$ cat src/rtl/demux_4way_16_buf.sv
// -----------------------------------------------------------------------------
// demux_4way_16_buf
//
// Routes one 16-bit valid/ready input stream to one of four output channels.
// Each channel is a single-entry register with a valid flag. The target channel
// comes from the select lines {S2,S1} when auto_en=0, or from an internal
// round-robin pointer when auto_en=1.
//
// Ports:
//   clk, rst_n            clock (rising edge), asynchronous active-low reset
//   I, I_valid, I_ready   input stream; I_ready is combinational (free(tgt))
//   S1, S2                manual channel select, tgt = {S2,S1}
//   auto_en               1 = round-robin pointer selects the channel
//   O1..O4                channel data registers
//   O1_valid..O4_valid    channel holds an undelivered word
//   O1_ready..O4_ready    consumer takes the channel word this cycle
//   ptr                   current round-robin pointer
//   acc_cnt               count of accepted words (wraps)
// -----------------------------------------------------------------------------
module demux_4way_16_buf #(
  parameter int WIDTH = 16,
  parameter int CNT_W = 8
) (
  input  logic             clk,
  input  logic             rst_n,
  input  logic [WIDTH-1:0] I,
  input  logic             I_valid,
  output logic             I_ready,
  input  logic             S1,
  input  logic             S2,
  input  logic             auto_en,
  output logic [WIDTH-1:0] O1,
  output logic [WIDTH-1:0] O2,
  output logic [WIDTH-1:0] O3,
  output logic [WIDTH-1:0] O4,
  output logic             O1_valid,
  output logic             O2_valid,
  output logic             O3_valid,
  output logic             O4_valid,
  input  logic             O1_ready,
  input  logic             O2_ready,
  input  logic             O3_ready,
  input  logic             O4_ready,
  output logic [1:0]       ptr,
  output logic [CNT_W-1:0] acc_cnt
);

  logic [WIDTH-1:0] r_data [4];
  logic [3:0]       r_valid;
  logic [1:0]       r_ptr;
  logic [CNT_W-1:0] r_cnt;

  logic [3:0]       w_out_ready;
  logic [3:0]       w_free;
  logic [1:0]       w_tgt;
  logic             w_accept;

  assign w_out_ready = {O4_ready, O3_ready, O2_ready, O1_ready};

  // A slot is free when empty, or when its word leaves at the same edge the
  // new one arrives; this is what gives 1 word/cycle per channel.
  assign w_free   = ~r_valid | w_out_ready;
  assign w_tgt    = auto_en ? r_ptr : {S2, S1};
  assign I_ready  = w_free[w_tgt];
  assign w_accept = I_valid & I_ready;

  // NOTE: the data registers are reset along with the valid flags because the
  // channel outputs are architecturally defined as zero after reset; a plain
  // buffer that is only read when valid would not need this.
  always_ff @(posedge clk or negedge rst_n) begin
    if (!rst_n) begin
      for (int x = 0; x < 4; x++) begin
        r_data[x] <= '0;
      end
      r_valid <= '0;
      r_ptr   <= '0;
      r_cnt   <= '0;
    end else begin
      // NOTE: non-blocking assignments throughout, so every register samples
      // the pre-edge values regardless of statement order.
      for (int x = 0; x < 4; x++) begin
        if (w_accept && (w_tgt == 2'(x))) begin
          r_data[x]  <= I;
          r_valid[x] <= 1'b1;
        end else if (r_valid[x] && w_out_ready[x]) begin
          // Drain: only the flag drops, the data stays visible.
          r_valid[x] <= 1'b0;
        end
      end
      if (w_accept) begin
        r_cnt <= r_cnt + CNT_W'(1);
        if (auto_en) begin
          r_ptr <= r_ptr + 2'd1;
        end
      end
    end
  end

  assign O1       = r_data[0];
  assign O2       = r_data[1];
  assign O3       = r_data[2];
  assign O4       = r_data[3];
  assign O1_valid = r_valid[0];
  assign O2_valid = r_valid[1];
  assign O3_valid = r_valid[2];
  assign O4_valid = r_valid[3];
  assign ptr      = r_ptr;
  assign acc_cnt  = r_cnt;

endmodule

$ cat config.mk
export PLATFORM = sky130hd
export DESIGN_NAME = demux_4way_16_buf
export DESIGN_NICKNAME = d
export VERILOG_FILES = /design/src/rtl/demux_4way_16_buf.sv
export SDC_FILE = /design/constraint.sdc
export NUM_CORES = 1
export LEC_CHECK = 0
export ABC_AREA = 1
export CAP_MARGIN = 20
export CORE_MARGIN = 1
export CORE_UTILIZATION = 46
export DETAILED_ROUTE_END_ITERATION = 10
export GPL_TIMING_DRIVEN = 1
export PLACE_DENSITY = 0.79
export SLEW_MARGIN = 15
export SYNTH_ARGS = -nofsm -noshare
export SYNTH_HDL_FRONTEND = slang
export SYNTH_SLANG_ARGS = --single-unit
$ cat constraint.sdc
create_clock -name clk -period 1.82 [get_ports clk]
set_clock_uncertainty 0.05 [all_clocks]
set_input_delay 0.182 -clock clk [delete_from_list [all_inputs] [get_ports clk]]
set_output_delay 0.182 -clock clk [all_outputs]
set_load 0.02 [all_outputs]
Yosys cells after proc, flatten, opt, wreduce, memory -nomap -nowiden --
Cells that the tools add are included.
Word-level totals: RAM bits 0, memories 0, word-level logic and storage cells 44, bits in read-only memories 0, latch bits 0, bits of input ports 26, bits in registers 78
Operators by class: multiplexer cells 11, multipliers 0, order comparisons 1, equal/unequal tests 3, div/mod/pow operators 0, reductions and logical operators 14, add/sub/neg operators 2, shift-type cells 0, bitwise gates (word level) 3
Operator list (count):
- $mux 1 | 9
- $add 8x1->8 const B | 1
- $logic_and 1x1->1 | 8
- $reduce_bool 2->1 | 4
- $eq 2x2->1 const B | 2
- $not 4->4 | 1
- $or 4x4->4 | 1
- $lt 2x3->1 const B | 1
- $add 2x1->2 const B | 1
- $bmux 1 s2 | 1
- $eq 2x1->1 const B | 1
- $logic_not 2->1 | 1
- $mux 2 | 1
- $reduce_and 2->1 | 1
- $and 1x1->1 | 1

Logic depth before layout (Yosys ltp) --
depth in word-level cells 7, depth in mapped cells 11, mapped depth without buffers 10

Least setup slack after synthesis --
Ideal clock, no wire load.
kind register to register, start point register r_ptr[1], in the netlist ptr[1], end point register r_data (netlist bit O1[10]), slack 0.242 ns, library setup time 0.117 ns, stages on the path, launching flop included 10, clock period less this slack 1.578 ns, buffers on the path 1, arrival 1.411 ns, cell sequence dfrtp_1 inv_1 nand2_1 o21ai_2 inv_4 nor2_4 nand4_4 buf_2 nand2_1 nand2_1
Between the ends: cells in the longest elaborated chain, start to end 5, elaborated cells on any way between the ends 6, classes of those cells 3 x mux; 1 x bitwise; 2 x reduce/logical
Ends and longest elaborated chain:
- start: declaration | RTL line 50 | logic [1:0] r_ptr;
- start signal: assignment | RTL line 93 | r_ptr <= r_ptr + 2'd1;
- $mux 2 * | RTL line 63 | assign w_tgt = auto_en ? r_ptr : {S2, S1};
- $bmux 1 s2 | RTL line 64 | assign I_ready = w_free[w_tgt];
- $mux 1 (not written as such) | RTL line 64
- $and 1x1->1 | RTL line 65 | assign w_accept = I_valid & I_ready;
- $logic_and 1x1->1 * | RTL line 82 | if (w_accept && (w_tgt == 2'(x))) begin
- end signal: indexed assignment | RTL line 73 | r_data[x] <= '0;
- end signal: indexed assignment | RTL line 83 | r_data[x] <= I;
- end: declaration | RTL line 48 | logic [WIDTH-1:0] r_data [4];
Every way passes the cells marked *; elsewhere a longest branch is shown, timed or not. The select of a mux whose other input is x is not followed. A chain may end at the register's enable or synchronous reset.

Worst setup path in the final report --
start point register r_ptr[0], in the netlist ptr[0], end point output port ptr[0]
RTL lines:
- end: declaration | RTL line 44 | output logic [1:0] ptr,
No word-level cell between the ends.

==> Implementation_results.wiki <==
{| class="wikitable"
! Metric !! Value
|-
| Outcome || complete, no violations
|-
| Area share of the largest cell type after synthesis || 59.1%
|-
| Transition at the pin with the smallest max-transition slack || 0.449 ns
|-
| Total wire length after detailed routing || 8220 um
|-
| GRT met1 Usage || 32.6%
|-
| Buffers added on ports || 104
|-
| Final hold violations || 0
|-
| Post-synthesis register bit count || 78
|-
| Routed via count || 2784
|-
| Required time of the critical path || 1.59 ns
|-
| Distinct cell type count after synthesis || 23
|-
| Clock Pin Slew Worst Setup and Hold Paths || 0.09 ns
|-
| Static leakage || 2.29 nW
|-
| Utilization after layout || 69.2%
|-
| Kind of cell with the highest combined delay on the critical path || buffers and inverters
|-
| Aggregate global routing overflow || 0
|-
| First-pass GRT wire length || 13000 um
|-
| Mapped Nets || 379
|-
| Cell types with the largest area share after synthesis || dfrtp_1 59%, nand2_1 13%, o21ai_1 6.4%, nand3_1 6.1%, inv_1 3.2%
|-
| Number of sinks driven by the clock tree || 78
|-
| Power density normalized to cell area || 1780 nW/um^2
|-
| Max capacitance violation total || 0
|-
| M3 GR Usage || 4.86%
|-
| Number of enable flip-flop cells after synthesis || 0
|-
| Die Outline Area || 7530 um^2
|-
| Area growth from synthesis to final layout || 43.8%
|-
| Post-route setup TNS || 0 ns
|-
| Final setup margin || 0.107 ns
|-
| Die outline width || 86.8 um
|-
| Hold/Removal Path Class || input port to asynchronous set/reset pin
|-
| Critical Path AT || 1.48 ns
|-
| Post-CTS setup-driven buffer insertion count || 0
|-
| Clock Tree Root || clkbuf_8
|-
| Share of synthesized flip-flops with an asynchronous set or reset || 100%
|-
| Clock tree from TritonCTS || yes
|-
| Insertion delay of the later-clocked pin in the worst-skew pair || 0.36 ns
|-
| Synth Instances || 352
|-
| Final instance area || 4750 um^2
|-
| Post-placement cell area || 4560 um^2
|-
| Library cell with the highest instance count after synthesis || nand2_1
|-
| Antenna diodes || 0
|-
| Number of failing setup endpoints in the final timing report || 0
|-
| Max-slew violations || 0
|-
| DP HPWL || 6050 um
|-
| Maximum number of pins on one net before global-route repair || 47
|-
| Pre-CTS setup slack || -0.339 ns
|-
| Final weighted congestion in routability-driven placement || 0.823
|-
| RSZ-0062 raised after global routing || no
|-
| Gr busiest metal || met2
|-
| Critical Path, Cell by Cell || buf_4 > clkdlybuf4s50_1
|-
| Iteration count of the initial detailed-routing pass || 5
|-
| Kind of launch point of the worst setup path || flop
|-
| Achievable Freq || 584 MHz
|-
| Yosys Warn Count || 0
|-
| Final Critical Period || 1.71 ns
|-
| Crit path kind || flop to output pin
|-
| Relative slew slack || 70.1%
|-
| Share of post-route cells with drive strength above 1 || 11.7%
|-
| Synth Flop Type || dfrtp_1
|-
| WL per Instance || 14.3 um
|-
| Height of the chip || 86.8 um
|-
| Number of nets still failing antenna checks after routing || 0
|-
| Multi-input logic area || 1130 um^2
|-
| Met2 Usage GRT || 35.4%
|-
| Initial DRC count || 129
|-
| CTS Buf Count || 9
|-
| Portion of the clock cycle consumed by the worst path in the final layout || 94.1%
|-
| Starting utilization of the core area || 48.1%
|-
| Post-synthesis cell type with the largest combined area || dfrtp_1
|-
| Sequential element share of the synthesized area || 59.1%
|-
| Worst-case clock buffer depth || 2
|-
| Average footprint of a synthesized cell || 9.39 um^2
|-
| Top cell types by occurrence after synthesis || 115 x nand2_1, 78 x dfrtp_1, 42 x o21ai_1
|-
| Net count reported at finish || 500
|-
| Placement row count || 30
|-
| Initial antenna violation count || 0
|-
| Number of filler cells placed in the layout || 556
|-
| Detail-routed via count per cell || 4.85
|-
| Vias in the first global route || 2635
|-
| Worst-case vdd ir drop || 876 uV
|-
| Master of the slowest instance on the critical path || clkdlybuf4s50_1
|-
| Type of element capturing the critical path || output pin
|-
| Register area || 1950 um^2
|-
| Worst path bufs/invs || 2
|-
| Combined global-route utilization of all metal layers || 23.0%
|-
| DRC violations left || 0
|-
| Biggest fanout along the worst timing path || 4
|-
| Summed instance area of the synthesized netlist || 3300 um^2
|-
| Maximum cell stage delay along the critical path || 0.60 ns
|-
| Boundary pin count || 105
|-
| Maximum level of the CTS H-tree || 3
|-
| Core Box Area || 6870 um^2
|}
layout make-up:
class	count	area share [%]
clock buffers	9	2.61
flip-flops and latches	78	41.1
well taps	96	2.53
multi-input cells	228	23.9
clock inverters	7	1.16
inverters	31	2.50
repair buffers	125	26.2
power breakdown:
group	internal [mW]	switching, mW	total (mW)	leakage [nW]
sequential	2.54	0.511	3.05	0.977
combinational	2.01	2.22	4.23	1.23
clock	0.511	0.682	1.19	0.0919
total	5.06	3.42	8.48	2.29
kinds of logic after synthesis:
| group | Yosys count | synth area share, % |
|---|---|---|
| fa+ha+maj | 1 | 0.379 |
| buf+inv | 46 | 6.59 |
| compound gates | 43 | 6.63 |
| xor+xnor | 8 | 2.12 |
| flops | 78 | 59.1 |
| simple gates | 176 | 25.2 |
what timing repair did:
action,4_1_cts,5_1_grt
pin swaps,0,0
setup endpoints to repair,1,1
hold endpoints to repair,32,0
hold buffers,1,0
gates resized for setup,4,2
final timing paths:
kind / startpoint / endpoint / slack, ns / depth (start not counted)
worst min-delay path: rst_n / acc_cnt[2] / 0.27 / 2
worst min register to register: O1[5] / O1[5] / 0.44 / 2
min in group clk: O3_ready / r_valid[2] / 0.35 / 2
worst max-delay path: ptr[0] / ptr[0] / 0.11 / 2
worst max register to register: ptr[1] / O1[11] / 0.21 / 9
max in group asynchronous: rst_n / r_valid[0] / 0.84 / 3
sequential cells by signal, summed over array words and instances (netlist names):
name     count
O4          16
acc_cnt      8
r_valid      4
ptr          2
O1          16
O3          16
O2          16
layout by cell type, fill, tap and decap left out, types with 2 or more instances in the layout:
cell type        instances
inv_6                    2
nand3_1                 40
buf_12                   4
clkinv_2                 2
nand2_1                115
nand4_2                  2
inv_1                   28
nand4_4                  2
xor2_1                   4
nand2_2                  3
dfrtp_1                 78
nor2_1                   6
nand2_4                  4
inv_2                    2
clkdlybuf4s50_1        101
buf_4                   16
o21ai_1                 42
clkbuf_8                 9
xnor2_1                  4
routing by layer:
layer	up-vias	routed length [um]
met5	-	0
met4	0	131
met3	10	382
met2	90	3880
met1	1316	3830
li1	1368	-
stage by stage:
stage / cells / hold slack (ns) / power [mW]
after floorplan: 352 / -0.164 / 5.14
after global placement: 557 / 0.101 / 7.22
after detailed placement: 557 / 0.114 / 7.33
after CTS: 574 / 0.275 / 8.54
after global routing: 574 / 0.295 / 8.99
final: 574 / 0.268 / 8.48
(Power assumes the default switching activity.)
==> patch, RTL diff (same flow settings) <==
Make the reset (`rst_n`) synchronous in one clocked block. Comments in the files are not updated.
--- a/src/rtl/demux_4way_16_buf.sv
+++ b/src/rtl/demux_4way_16_buf.sv
@@ -69,3 +69,3 @@
   // buffer that is only read when valid would not need this.
-  always_ff @(posedge clk or negedge rst_n) begin
+  always_ff @(posedge clk) begin
     if (!rst_n) begin
Function: differs if rst_n is asserted again (counterexample within 4 cycles, from zero or initial values and one cycle with rst_n low); with rst_n held inactive, the same outputs for 10 cycles.
==> patch against the original RTL <==
  * Sequential cell count unchanged
  * Wire length decreased by 8.8%
  * Hold slack improved by 0.16 ns
  * Non-clock buffer count decreased by 5
  * Final area decreased by 0.87%
  * Worst setup slack got worse by 0.045 ns
  * Synthesized area decreased by 3.6%
  * Critical path type is now flip-flop to flip-flop
  * Largest cell class unchanged
Power is not compared: it rests on default switching activity, and its combinational part moved more than twofold at a synthesized area within 25%.
==> patch: results (changes against the original RTL) <==
| Metric | Value |
|---|---|
| Reg2Reg Depth | `10 (was 9)` |
| Worst-path maximum fanout | `9 (was 4)` |
| Routability congestion estimate from global placement | `0.8591 (was 0.8232)` |
| Post-synthesis sequential area ratio | `69.16% (was 59.07%)` |
| Vias/cell | `5.025 (was 4.850)` |
| Inst Count DP | `468 (was 557)` |
| WL/cell | `15.36 µm (was 14.33 µm)` |
| Hpwl dp | `5018 µm (was 6054 µm)` |
| Worst reg2reg path startpoint | `ptr[1] (unchanged)` |
| Vias in the first global route | `2315 (was 2635)` |
| M2 GR Usage | `34.68% (was 35.35%)` |
| Top cell family by delay on the critical path | `simple AND/OR/NAND/NOR gates (was buffers and inverters)` |
| Post-synth ARST share | `0% (was 100.0%)` |
| DRT Pass-1 Iters | `4 (was 5)` |
| Skew-Pair Late Insertion Delay | `0.34 ns (was 0.36 ns)` |
| First-pass GRT wire length | `11250 µm (was 13050 µm)` |
| Worst setup path startpoint | `ptr[1] (was ptr[0])` |
| Slowest CP cell | `dfxtp_2 (was clkdlybuf4s50_1)` |
| Fin cells | `488 (was 574)` |
| Post-synthesis adder-cell area fraction | `0.3929% (was 0.3786%)` |
| Worst setup path end | `r_data[3][0] (was ptr[0])` |
| Synth Net Count | `308 (was 379)` |
| Status | `completed (unchanged)` |
| GRT met3 Usage | `5.837% (was 4.857%)` |
| EDFF count, synth | `64 (was 0)` |
| Slew @ Worst Pin | `0.2684 ns (was 0.4490 ns)` |
| Synth Area in Compound Gates | `1.729% (was 6.626%)` |
| Fraction of layout cells with a size suffix above 1 | `15.57% (was 11.72%)` |
| Met1 usage | `25.46% (was 32.60%)` |
| Hold Path Class | `input pin to flip-flop (was input pin to asynchronous set/reset pin)` |
| CP max stage delay | `0.35 ns (was 0.60 ns)` |
| Top cells by area, synth | `edfxtp_1 (60%), dfxtp_1 (8.8%), nor2_1 (8.4%) (was dfrtp_1 (59%), nand2_1 (13%), o21ai_1 (6.4%))` |
| Largest net degree at the start of global routing | `18 (was 47)` |
| Drt first-iter violations | `115 (was 129)` |
| Place WS | `-0.4412 ns (was -0.3394 ns)` |
| Post-Place Cell Area | `4399 µm² (was 4564 µm²)` |
| Global-route usage over all layers | `20.70% (was 22.98%)` |
| Syn_area_per_cell | `11.33 µm² (was 9.388 µm²)` |
| Arrival time worst endpoint | `1.76 ns (was 1.48 ns)` |
| FMAX | `0.5688 GHz (was 0.5838 GHz)` |
| Fin nets | `433 (was 500)` |
==> patch: changes by cell type after synthesis, moves of 9 or more <==
cell,unedited run,this run
a21oi_1,0,10
dfxtp_1,0,14
o21ai_1,42,0
nand2_1,115,48
nand3_1,40,6
edfxtp_1,0,64
buf_2,10,1
nor2_1,6,71
dfrtp_1,78,0
==> patch: repair_timing <==
action,CTS,global route
buffers inserted,0,2
cloned,1,1
endpoints found under the hold margin,0,0
pin swaps,1,1
gates resized for setup,6,4
endpoints found under the setup margin,66,67
==> patch: metal layers <==
| metal | routed length (µm) | part of all wire [%] |
|---|---|---|
| met3 | 671 | 9.0 |
| met5 | 0 | 0 |
| met4 | 108 | 1.4 |
| met1 | 3063 | 41 |
| met2 | 3653 | 49 |
==> patch: layout make-up <==
class / instances / area [µm²]
fill: 469 / 1822
clock inverter: 7 / 120.1
clock buffer: 9 / 123.9
inverter: 31 / 126.4
sequential: 78 / 2205
multi-input combinational: 166 / 852.1
timing repair buffer: 120 / 1186
tap: 77 / 96.34
==> patch: how the worst min path moves through the flow <==
stage | to | slack, ns | cells past startpoint
6_report | r_valid[3] | 0.43 | 4
5_1_grt | r_valid[2] | 0.45 | 4
4_1_cts | r_valid[2] | 0.43 | 4
3_5_place_dp | ptr[1] | 0.44 | 2
3_3_place_gp | acc_cnt[7] | 0.43 | 2
2_1_floorplan | r_valid[2] | 0.30 | 3
==> patch: power groups by stage <==
stage / clock [mW] / sequential (mW) / combinational [mW]
final: 1.57 / 2.09 / 0.684
after detailed placement: 0 / 2.13 / 0.665
after global routing: 1.66 / 2.10 / 0.722
after CTS: 1.58 / 2.09 / 0.672
after global placement: 0 / 2.13 / 0.650
after floorplan: 0 / 2.27 / 0.180
